--- src/rtl/lc4_alu_pkg.sv ---
// Shared LC4 execute-unit definitions: opcode and sub-op field values,
// FSM state encoding, and immediate extension helpers.
package lc4_alu_pkg;

  localparam logic [3:0] OP_BR      = 4'h0;
  localparam logic [3:0] OP_ARITH   = 4'h1;
  localparam logic [3:0] OP_CMP     = 4'h2;
  localparam logic [3:0] OP_JSR     = 4'h4;
  localparam logic [3:0] OP_LOGIC   = 4'h5;
  localparam logic [3:0] OP_LDR     = 4'h6;
  localparam logic [3:0] OP_STR     = 4'h7;
  localparam logic [3:0] OP_RTI     = 4'h8;
  localparam logic [3:0] OP_CONST   = 4'h9;
  localparam logic [3:0] OP_SHIFT   = 4'hA;
  localparam logic [3:0] OP_JMP     = 4'hC;
  localparam logic [3:0] OP_HICONST = 4'hD;
  localparam logic [3:0] OP_TRAP    = 4'hF;

  // insn[5:3] of OP_ARITH; insn[5] set selects ADDI
  localparam logic [2:0] AR_ADD = 3'b000;
  localparam logic [2:0] AR_MUL = 3'b001;
  localparam logic [2:0] AR_SUB = 3'b010;
  localparam logic [2:0] AR_DIV = 3'b011;

  // insn[8:7] of OP_CMP
  localparam logic [1:0] CMP_S  = 2'b00;
  localparam logic [1:0] CMP_U  = 2'b01;
  localparam logic [1:0] CMP_SI = 2'b10;
  localparam logic [1:0] CMP_UI = 2'b11;

  // insn[5:3] of OP_LOGIC; insn[5] set selects ANDI
  localparam logic [2:0] LG_AND = 3'b000;
  localparam logic [2:0] LG_NOT = 3'b001;
  localparam logic [2:0] LG_OR  = 3'b010;
  localparam logic [2:0] LG_XOR = 3'b011;

  // insn[5:4] of OP_SHIFT
  localparam logic [1:0] SH_SLL = 2'b00;
  localparam logic [1:0] SH_SRA = 2'b01;
  localparam logic [1:0] SH_SRL = 2'b10;
  localparam logic [1:0] SH_MOD = 2'b11;

  typedef logic [1:0] state_t;
  localparam state_t ST_IDLE = 2'd0;
  localparam state_t ST_DIV  = 2'd1;
  localparam state_t ST_DONE = 2'd2;

  // Sign-extend the low `bits` bits of v to 64 bits; callers truncate to WIDTH.
  function automatic logic [63:0] sext64(input logic [15:0] v, input int unsigned bits);
    logic signed [63:0] t;
    t = $signed({v, 48'd0}) <<< (16 - bits);
    return t >>> (64 - bits);
  endfunction

  function automatic logic [63:0] zext64(input logic [15:0] v, input int unsigned bits);
    return {48'd0, v} & ((64'd1 << bits) - 64'd1);
  endfunction

endpackage

--- src/rtl/lc4_div_iter.sv ---
// Iterative unsigned restoring divider retiring DIV_BITS quotient bits per cycle.
// A zero divisor yields quotient 0 and remainder 0.
module lc4_div_iter #(
  parameter int WIDTH    = 16,
  parameter int DIV_BITS = 1
) (
  input  logic             clk,
  input  logic             rst,
  input  logic             start,
  input  logic [WIDTH-1:0] dividend,
  input  logic [WIDTH-1:0] divisor,
  output logic             busy,
  output logic             done,
  output logic [WIDTH-1:0] quotient,
  output logic [WIDTH-1:0] remainder
);

  localparam int STEPS = WIDTH / DIV_BITS;
  localparam int CNT_W = $clog2(STEPS + 1);

  logic [CNT_W-1:0] cnt;
  logic [WIDTH-1:0] rem_p0, quo_p0, dsr_p0;
  logic             dz_p0;
  logic [WIDTH-1:0] rem_nx, quo_nx;
  logic [WIDTH:0]   trial;

  always_comb begin
    rem_nx = rem_p0;
    quo_nx = quo_p0;
    trial  = '0;
    for (int k = 0; k < DIV_BITS; k++) begin
      trial  = {rem_nx, quo_nx[WIDTH-1]};
      quo_nx = {quo_nx[WIDTH-2:0], 1'b0};
      if (trial >= {1'b0, dsr_p0}) begin
        rem_nx    = trial[WIDTH-1:0] - dsr_p0;
        quo_nx[0] = 1'b1;
      end else begin
        rem_nx = trial[WIDTH-1:0];
      end
    end
  end

  always_ff @(posedge clk or posedge rst) begin
    if (rst) begin
      cnt  <= '0;
      busy <= 1'b0;
    end else if (start) begin
      cnt  <= CNT_W'(STEPS);
      busy <= 1'b1;
    end else if (busy) begin
      if (cnt == '0) busy <= 1'b0;
      else           cnt  <= cnt - CNT_W'(1);
    end
  end

  // Dividend shifts out of quo_p0 as quotient bits shift in.
  always_ff @(posedge clk) begin
    if (start) begin
      rem_p0 <= '0;
      quo_p0 <= dividend;
      dsr_p0 <= divisor;
      dz_p0  <= (divisor == '0);
    end else if (busy && cnt != '0) begin
      rem_p0 <= rem_nx;
      quo_p0 <= quo_nx;
    end
  end

  assign done      = busy && (cnt == '0);
  assign quotient  = dz_p0 ? '0 : quo_p0;
  assign remainder = dz_p0 ? '0 : rem_p0;

endmodule

--- src/rtl/lc4_alu_seq.sv ---
// Multi-cycle LC4 execute unit: single-cycle ALU ops, iterative DIV/MOD.
// Define LC4_ALU_DIV_ZERO_FAST_EN to complete DIV/MOD by zero in one cycle.
module lc4_alu_seq #(
  parameter int WIDTH    = 16,
  parameter int DIV_BITS = 1
) (
  input  logic             clk,
  input  logic             rst,
  input  logic             i_valid,
  output logic             o_ready,
  input  logic [15:0]      i_insn,
  input  logic [WIDTH-1:0] i_pc,
  input  logic [WIDTH-1:0] i_r1data,
  input  logic [WIDTH-1:0] i_r2data,
  output logic             o_valid,
  input  logic             i_ready,
  output logic [WIDTH-1:0] o_result
);
  import lc4_alu_pkg::*;

  localparam logic [WIDTH-1:0] MSB = {1'b1, {(WIDTH-1){1'b0}}};

  state_t                  state;
  logic                    mod_sel_p0;
  logic [3:0]              opcode;
  logic [3:0]              shamt;
  logic signed [WIDTH-1:0] r1_s;
  logic [WIDTH-1:0]        pc_inc, alu_res;
  logic [WIDTH-1:0]        imm5_s, imm6_s, imm7_s, imm7_u, imm9_s, imm11_s;
  logic                    is_div, is_mod, is_divmod, fast_zero;
  logic                    accept, div_start;
  logic                    div_busy, div_done;
  logic [WIDTH-1:0]        div_quo, div_rem;

  function automatic logic [WIDTH-1:0] cmp3(input logic [WIDTH-1:0] a,
                                            input logic [WIDTH-1:0] b,
                                            input logic sgn);
    logic gt;
    gt = sgn ? ($signed(a) > $signed(b)) : (a > b);
    if (a == b)  return '0;
    else if (gt) return WIDTH'(1);
    else         return '1;
  endfunction

  assign opcode  = i_insn[15:12];
  assign shamt   = i_insn[3:0];
  assign r1_s    = i_r1data;
  assign pc_inc  = i_pc + WIDTH'(1);
  assign imm5_s  = WIDTH'(sext64(i_insn, 5));
  assign imm6_s  = WIDTH'(sext64(i_insn, 6));
  assign imm7_s  = WIDTH'(sext64(i_insn, 7));
  assign imm7_u  = WIDTH'(zext64(i_insn, 7));
  assign imm9_s  = WIDTH'(sext64(i_insn, 9));
  assign imm11_s = WIDTH'(sext64(i_insn, 11));

  assign is_div    = (opcode == OP_ARITH) && (i_insn[5:3] == AR_DIV);
  assign is_mod    = (opcode == OP_SHIFT) && (i_insn[5:4] == SH_MOD);
  assign is_divmod = is_div || is_mod;

`ifdef LC4_ALU_DIV_ZERO_FAST_EN
  assign fast_zero = is_divmod && (i_r2data == '0);
`else
  assign fast_zero = 1'b0;
`endif

  assign o_ready   = (state == ST_IDLE) || ((state == ST_DONE) && i_ready);
  assign accept    = i_valid && o_ready;
  assign div_start = accept && is_divmod && !fast_zero;

  always_comb begin
    alu_res = '0;
    case (opcode)
      OP_BR: alu_res = pc_inc + imm9_s;
      OP_ARITH: begin
        if (i_insn[5]) alu_res = i_r1data + imm5_s;
        else begin
          case (i_insn[5:3])
            AR_ADD:  alu_res = i_r1data + i_r2data;
            AR_MUL:  alu_res = i_r1data * i_r2data;
            AR_SUB:  alu_res = i_r1data - i_r2data;
            default: alu_res = '0;
          endcase
        end
      end
      OP_CMP: begin
        case (i_insn[8:7])
          CMP_S:   alu_res = cmp3(i_r1data, i_r2data, 1'b1);
          CMP_U:   alu_res = cmp3(i_r1data, i_r2data, 1'b0);
          CMP_SI:  alu_res = cmp3(i_r1data, imm7_s, 1'b1);
          default: alu_res = cmp3(i_r1data, imm7_u, 1'b0);
        endcase
      end
      OP_JSR: alu_res = i_insn[11] ? ((i_pc & MSB) | (imm11_s << 4)) : i_r1data;
      OP_LOGIC: begin
        if (i_insn[5]) alu_res = i_r1data & imm5_s;
        else begin
          case (i_insn[5:3])
            LG_AND:  alu_res = i_r1data & i_r2data;
            LG_NOT:  alu_res = ~i_r1data;
            LG_OR:   alu_res = i_r1data | i_r2data;
            default: alu_res = i_r1data ^ i_r2data;
          endcase
        end
      end
      OP_LDR, OP_STR: alu_res = i_r1data + imm6_s;
      OP_RTI:         alu_res = i_r1data;
      OP_CONST:       alu_res = imm9_s;
      OP_SHIFT: begin
        case (i_insn[5:4])
          SH_SLL:  alu_res = i_r1data << shamt;
          SH_SRA:  alu_res = r1_s >>> shamt;
          SH_SRL:  alu_res = i_r1data >> shamt;
          default: alu_res = '0;
        endcase
      end
      OP_JMP:     alu_res = i_insn[11] ? (pc_inc + imm11_s) : i_r1data;
      // Only bits 15:8 are replaced so wider datapaths keep r1 above bit 15.
      OP_HICONST: alu_res = (i_r1data & ~WIDTH'(16'hFF00)) | (WIDTH'(i_insn[7:0]) << 8);
      OP_TRAP:    alu_res = MSB | WIDTH'(i_insn[7:0]);
      default:    alu_res = '0;
    endcase
  end

  lc4_div_iter #(
    .WIDTH    (WIDTH),
    .DIV_BITS (DIV_BITS)
  ) u_div (
    .clk       (clk),
    .rst       (rst),
    .start     (div_start),
    .dividend  (i_r1data),
    .divisor   (i_r2data),
    .busy      (div_busy),
    .done      (div_done),
    .quotient  (div_quo),
    .remainder (div_rem)
  );

  // Result register stage: written at accept for ALU ops, at divider completion for DIV/MOD.
  always_ff @(posedge clk or posedge rst) begin
    if (rst) begin
      state      <= ST_IDLE;
      o_valid    <= 1'b0;
      o_result   <= '0;
      mod_sel_p0 <= 1'b0;
    end else begin
      case (state)
        ST_IDLE, ST_DONE: begin
          if (accept) begin
            mod_sel_p0 <= is_mod;
            if (div_start) begin
              state   <= ST_DIV;
              o_valid <= 1'b0;
            end else begin
              state    <= ST_DONE;
              o_valid  <= 1'b1;
              o_result <= alu_res;
            end
          end else if (state == ST_DONE && i_ready) begin
            state   <= ST_IDLE;
            o_valid <= 1'b0;
          end
        end
        ST_DIV: begin
          // A divider that is somehow idle must not strand the FSM here.
          if (div_done || !div_busy) begin
            state    <= ST_DONE;
            o_valid  <= 1'b1;
            o_result <= mod_sel_p0 ? div_rem : div_quo;
          end
        end
        default: begin
          state   <= ST_IDLE;
          o_valid <= 1'b0;
        end
      endcase
    end
  end

endmodule

--- config.mk ---
export PLATFORM = sky130hd
export DESIGN_NAME = lc4_alu_seq
export DESIGN_NICKNAME = d
export VERILOG_FILES = /design/src/rtl/lc4_alu_pkg.sv /design/src/rtl/lc4_div_iter.sv /design/src/rtl/lc4_alu_seq.sv
export SDC_FILE = /design/constraint.sdc
export NUM_CORES = 1
export LEC_CHECK = 0
export ABC_AREA = 1
export ABC_CLOCK_PERIOD_IN_PS = 2600
export CAP_MARGIN = 20
export CORE_ASPECT_RATIO = 0.6
export CORE_UTILIZATION = 40
export CTS_CLUSTER_DIAMETER = 100
export CTS_CLUSTER_SIZE = 25
export DETAILED_ROUTE_END_ITERATION = 10
export PLACE_DENSITY = 0.59
export SYNTH_ARGS = -nofsm -noshare
export SYNTH_HDL_FRONTEND = slang
export SYNTH_HIERARCHICAL = 1
export SYNTH_SLANG_ARGS = --single-unit
export TNS_END_PERCENT = 30
--- constraint.sdc ---
create_clock -name clk -period 2.6 [get_ports clk]
set_input_delay 0.39 -clock clk [delete_from_list [all_inputs] [get_ports clk]]
set_output_delay 0.39 -clock clk [all_outputs]
set_load 0.01 [all_outputs]
Word level (Yosys, flattened, before mapping)

Cells that the tools add are included.

Reduce and logical (&&, ||, !) cells: 28
Bitwise logic cells: 7
Shifts and indexed selects: 3
Magnitude comparators: 5
Equality and inequality tests: 30
Divide/modulo/power cells: 0
Multipliers: 1
Mux-type cells: 44
Add/sub/neg operators: 9

Operator list:

| cell                                                             | number |
|---|---|
| 16-bit 2-to-1 mux                                                | 21 |
| 16-bit case mux with 12 select lines                             | 1 |
| 16-bit case mux with 3 select lines                              | 4 |
| 16-bit adder                                                     | 5 |
| 16-bit bitwise AND                                               | 2 |
| 16-bit == test                                                   | 2 |
| 16-bit greater-than comparator                                   | 2 |
| 16-bit by 7-bit greater-than comparator with 1-bit output        | 2 |
| 16-bit OR                                                        | 2 |
| 16-bit case mux with 2 select lines                              | 1 |
| 16-bit subtractor                                                | 2 |
| 4-bit == test (second input constant)                            | 6 |
| 17-bit by 16-bit >= comparator with 1-bit output                 | 1 |
| 16-bit by 1-bit adder with 16-bit output (second input constant) | 1 |
| 16-bit by 7-bit == test with 1-bit output                        | 1 |
| 4-bit by 3-bit == test with 1-bit output (second input constant) | 4 |
| 16-bit zero test                                                 | 1 |
| 16-bit by 16-bit multiplier with 16-bit output                   | 1 |
| 16-bit NOT                                                       | 1 |
| 8-bit by 16-bit OR with 16-bit output                            | 1 |
| 16-bit by 4-bit << shifter with 16-bit output                    | 1 |
| 16-bit by 4-bit >> shifter with 16-bit output                    | 1 |
| 16-bit by 4-bit >>> shifter with 16-bit output                   | 1 |
| 16-bit XOR                                                       | 1 |
| other kinds (26)                                                 | 62 |

Bits in writable memories: 0
Memories: 0
Register bits: 75
Bits of input ports: 68
Bits in latches: 0
Memory bits (read-only): 0

Longest topological paths before layout

Depth after elaboration: 8
Depth in mapped cells: 32
Gate-level depth less buffers: 31

Cells and area by module

Netlist, hierarchy kept.

By module, submodules not included:

| module       | area each (um2) | cells each | times used |
|---|---|---|---|
| lc4_alu_seq  | 14136.1         | 2410       | 1 |
| lc4_div_iter | 3552.2          | 490        | 1 |

Worst setup path before layout

No wires, ideal clock.

Kind: input to register
From: in i_r1data[3]
To: reg o_result[14]
Stages on the path: 24
Arrival time: 5257 ps
Path slack: -2778 ps
Required time: 2479 ps
Setup time: 121 ps
Path through: clkbuf_1 -> clkbuf_1 -> nand2_1 -> fa_1 -> inv_1 -> fa_1 -> fa_1 -> fa_1 -> fa_1 -> inv_1 -> fa_1 -> inv_1 -> ha_1 -> inv_1 -> nor4_1 -> nand3_1 -> nand3_1 -> a21oi_1 -> o21ai_0 -> nand4_1 -> a21oi_1 -> nand3_1 -> nand2_1 -> a21oi_1

Word-level cells in the longest chain between the ends: 8
Elaborated cells between the ends (all ways): 31
Classes of those cells: add/sub (4); mul (1); order compare (4); eq/ne (3); shift (3); mux (16)

Ends and longest elaborated chain:

| element                                                                                | line               | RTL |
|---|---|---|
| start, declared                                                                        | lc4_alu_seq.sv:13  | `input logic [WIDTH-1:0] i_r1data,` |
| branches (longest 4 deep; another with 16-bit by 16-bit multiplier with 16-bit output) | n/a                |  |
| 16-bit case mux with 12 select lines *                                                 | lc4_alu_seq.sv:72  | `case (opcode)` |
| 16-bit 2-to-1 mux *                                                                    | lc4_alu_seq.sv:151 | `if (div_start) begin` |
| 16-bit 2-to-1 mux *                                                                    | lc4_alu_seq.sv:149 | `if (accept) begin` |
| 16-bit case mux with 2 select lines *                                                  | lc4_alu_seq.sv:147 | `case (state)` |
| end signal, assigned                                                                   | lc4_alu_seq.sv:157 | `o_result <= alu_res;` |
| end signal, assigned                                                                   | lc4_alu_seq.sv:169 | `o_result <= mod_sel_p0 ? div_rem : div_quo;` |
| end, declared                                                                          | lc4_alu_seq.sv:17  | `output logic [WIDTH-1:0] o_result` |

Every way passes the cells marked *. The select of a mux whose other input is x is not followed.
A chain may end at the register's enable or synchronous reset.

Final worst setup path

From: in i_r1data[8]
To: reg o_result[14]

The elaborated chain is that of the path after synthesis.

==> results.yml <==
status:
  status: "finished with violations"
  violations: "negative setup slack"
timing:
  hold_viol_final: 0
  slew_headroom_pct: 46.7
  fmax_ghz: 0.187
  worst_pin_slew_ns: 0.798
  layout_setup_ws_ns: -2.74
  period_share_pct: 205
  rsz0062_at_grt: "true"
  finalMaxSlewViolations: 0
  setup-tns-final_ns: -30.73
  setup_viol: 16
  period_needed_ns: 5.34
  fin_skew_ns: 0.0145
floorplanning:
  fp.dieH_um: 165
  io_pins: 86
  coreArea_sq_mm: 0.0435
  floorplan.initialDensity_pct: 40.7
  num_rows: 59
  dieArea_sq_mm: 0.0451
  die_w_um: 273
power_and_ir_drop:
  pwr_density_cell_mw_per_mm2: 671
  leakage_nw: 13.4
  pwr-share-seq_pct: 11.2
  p_switching_mw: 8.37
  comb_power_share_pct: 81.5
  ir_worst_vdd_uv: 1060
  power.internal_mw: 8.39
  p_sw_share_pct: 49.9
  total_power_mw: 16.8
  clockPowerShare_pct: 7.3
synth:
  synth_compound_area_share_pct: 17.5
  avgSynthCellArea_sq_um: 6.10
  yosys_warnings: 6
  ys_ff_latch: 74
  syn-num-nets: 3233
  synthCells: 2900
  synth_top_family_by_area: "simple AND/OR/NAND/NOR gates"
  syn_area_sq_mm: 0.0177
  synth_edf_count: 33
  yosysSeqAreaShare_pct: 10.9
  yosys.area_share.simple_pct: 31.6
  synthXorXnorAreaFrac_pct: 2.23
  ys_types: 67
  synth.area.mux_share_pct: 0.226
  ys.flop_type: "edfxtp_1"
  synthArstFlopShare_pct: 33.8
  synthAdderAreaFrac_pct: 22.4
detailed_routing:
  drc: 0
  viasPerCell: 5.37
  drt-initial-drc-count: 2313
  routed_wl_um: 83900
  wl_per_cell_um: 20.3
  drt.antenna.violating_nets: 0
  vias: 22200
  first_pass_iters: 6
cells_and_area:
  antennaDiodeCount: 0
  syn_to_final_growth_pct: 41.2
  final_util_pct: 57.4
  seq_area_sq_mm: 0.00194
  fin_cells: 4139
  drive_gt1_share_pct: 25.9
  fillers: 4340
  finalInstanceArea_sq_mm: 0.0250
  fin_nets: 3888
  multi_input_area_sq_mm: 0.0137
critical_path:
  cp_slowest_cell: "fa_1"
  worstPathRequired_ns: 2.82
  ff2ff_setup_slack_ns: 0.29
  rr_endpoint: "u_div/rem_p0[6]$_SDFFE_PP0P_"
  cp_max_fo: 2
  path_class: "in2reg"
  r2r_cells: 12
  worst-path-buf-inv: 9
  r2r-start: "u_div/quo_p0[15]$_DFFE_PP_"
  end_kind: "register"
  cp.arrival_ns: 5.57
  cpPeakStageDelay_ns: 0.55
  path_delay_family: "adder cells"
  cp-start-kind: "input port"
job:
  cap_viol_max_count: 0
clock_network:
  clk_latency_ns: 0.34
  cts_buffer_depth: 2
  cts.sinks: 74
  numCtsBuffers: 9
  ctsHoldBuffers: 0
  cts_tree: "done"
  cts_root_buf: "clkbuf_16"
  clkTransAtPathRegs_ns: 0.07
  ctsHtreeMaxLevel: 3
placement:
  placed_area_sq_mm: 0.0239
  finalWeightedCongestion: 1.04
  port_buffers: 85
  place_hpwl_um: 69500
  dpl.cell_count: 4091
global_routing:
  grt_pass1_vias: 21200
  grt_overflow: 0
  grt_max_degree: 48
  grt_usage_pct: 36.9
  grt_pass1_wl_um: 125000
  antenna_found_initial: 3
min_path:
  hold_path.class: "in2async"
## area by class of cell
cell class / instances / share of cell area (%)
Inverter: 549 / 8.28
Tap cell: 579 / 2.90
Sequential cell: 74 / 7.76
Timing Repair Buffer: 752 / 25.0
Clock inverter: 7 / 0.255
Clock buffer: 9 / 0.902
Multi-Input combinational cell: 2169 / 54.9
## placed cells by master, fill, tap and decap left out, types with 8 or more instances in the layout
cell	n
buf_12	25
o21ai_0	164
ha_4	20
dfxtp_1	16
nand3b_1	14
nand3_2	15
o211ai_1	30
nand2_2	34
a21oi_1	190
nand3_1	182
dlygate4sd2_1	8
xor2_1	25
buf_6	26
o21a_1	12
nor3_1	26
buf_4	619
a31oi_1	13
inv_1	479
a211oi_1	12
o22ai_1	20
fa_2	10
clkbuf_16	9
nor4_1	10
nand4_1	32
o21ai_1	27
nand2_4	10
edfxtp_1	33
ha_1	153
dfrtp_1	25
nand2_1	719
o2111ai_1	9
clkdlybuf4s50_1	61
fa_1	75
xnor2_1	20
inv_2	63
nor2_1	221
a21oi_2	11
o21ai_2	8
nor2_2	17
o221ai_1	8
## Yosys cell counts, drive strengths merged, types with 3 or more instances
cell type / count / share of area (%)
xor2: 25 / 1.2
o21ai: 199 / 5.7
o21a: 12 / 0.51
fa: 85 / 9.6
nor2: 244 / 5.6
nand2: 763 / 16
o31ai: 5 / 0.21
o2111ai: 11 / 0.54
o221ai: 9 / 0.45
nand3: 197 / 5.7
xnor2: 20 / 0.99
dfxtp: 16 / 1.8
mux2i: 4 / 0.23
buf: 66 / 2.5
o22ai: 20 / 0.71
clkbuf: 42 / 0.96
or2: 13 / 0.46
a31oi: 15 / 0.53
inv: 545 / 12
nand3b: 14 / 0.59
o211ai: 30 / 1.3
dfrtp: 25 / 3.5
ha: 180 / 13
and2: 3 / 0.11
clkinv: 4 / 0.085
a21oi: 201 / 5.8
nand4: 33 / 1.2
edfxtp: 33 / 5.6
o21bai: 6 / 0.25
a211oi: 12 / 0.51
nor4: 11 / 0.39
a221oi: 7 / 0.35
nor3: 32 / 1.1
## stage by stage
stage / setup WS, ns / hold slack [ns]
after CTS: -2.88 / 0.292
final: -2.74 / 0.287
after global routing: -2.96 / 0.312
after floorplan: -2.45 / 0.181
after detailed placement: -3.39 / 0.474
after global placement: -3.31 / 0.468
## sequential cells by signal (all words and copies together) (netlist names)
| signal | count |
|---|---|
| o_valid | 1 |
| u_div/busy | 1 |
| o_result | 16 |
| u_div/cnt | 5 |
| mod_sel_p0 | 1 |
| state | 1 |
| u_div/quo_p0 | 16 |
| u_div/dsr_p0 | 16 |
| u_div/rem_p0 | 16 |
| u_div/dz_p0 | 1 |
## power by group through the flow
| stage | logic (mW) | clock network, mW | registers [mW] |
|---|---|---|---|
| 2_1_floorplan | 7.06 | 0 | 1.83 |
| 3_5_place_dp | 11.2 | 0 | 1.88 |
| 4_1_cts | 12.3 | 1.24 | 1.86 |
| 3_3_place_gp | 11.1 | 0 | 1.88 |
| 5_1_grt | 14.9 | 1.29 | 1.90 |
| 6_report | 13.7 | 1.23 | 1.87 |
## worst max-delay path by stage
stage	start	depth (start not counted)	to	slack (ns)
floorplan	i_r1data[3]	29	o_result[12]$_DFFE_PP0P_	-2.45
global placement	i_r2data[6]	28	o_result[13]$_DFFE_PP0P_	-3.31
detailed placement	i_r2data[6]	28	o_result[13]$_DFFE_PP0P_	-3.39
CTS	i_r2data[4]	27	o_result[14]$_DFFE_PP0P_	-2.88
global route	i_r1data[8]	26	o_result[14]$_DFFE_PP0P_	-2.96
finish	i_r1data[8]	26	o_result[14]$_DFFE_PP0P_	-2.74
## kinds of logic after synthesis
logic type               after synthesis
buffers and inverters                657
adder cells (fa/ha/maj)              265
AND/OR/NAND/NOR                     1313
flip-flops                            74
AO/OA/AOI/OAI                        542
multiplexers                           4
XOR/XNOR                              45
## metal layers
layer | vias up | part of all wire [%] | GRT usage, %
met5 | - | 0.058 | 0
met2 | 1083 | 40 | 54.1
met1 | 10400 | 46 | 52.5
li1 | 10600 | - | -
met3 | 156 | 11 | 9.87
met4 | 2 | 2.8 | 10.0
## what timing repair did
item                       in CTS  in global routing
cloned                          1                  0
hold endpoints to repair        0                  0
gates resized for setup       131                117
setup buffers                  32                  5
setup endpoints to repair      17                 17
pin swaps                      61                 72
Note: power is estimated with default switching activity, not from simulation.
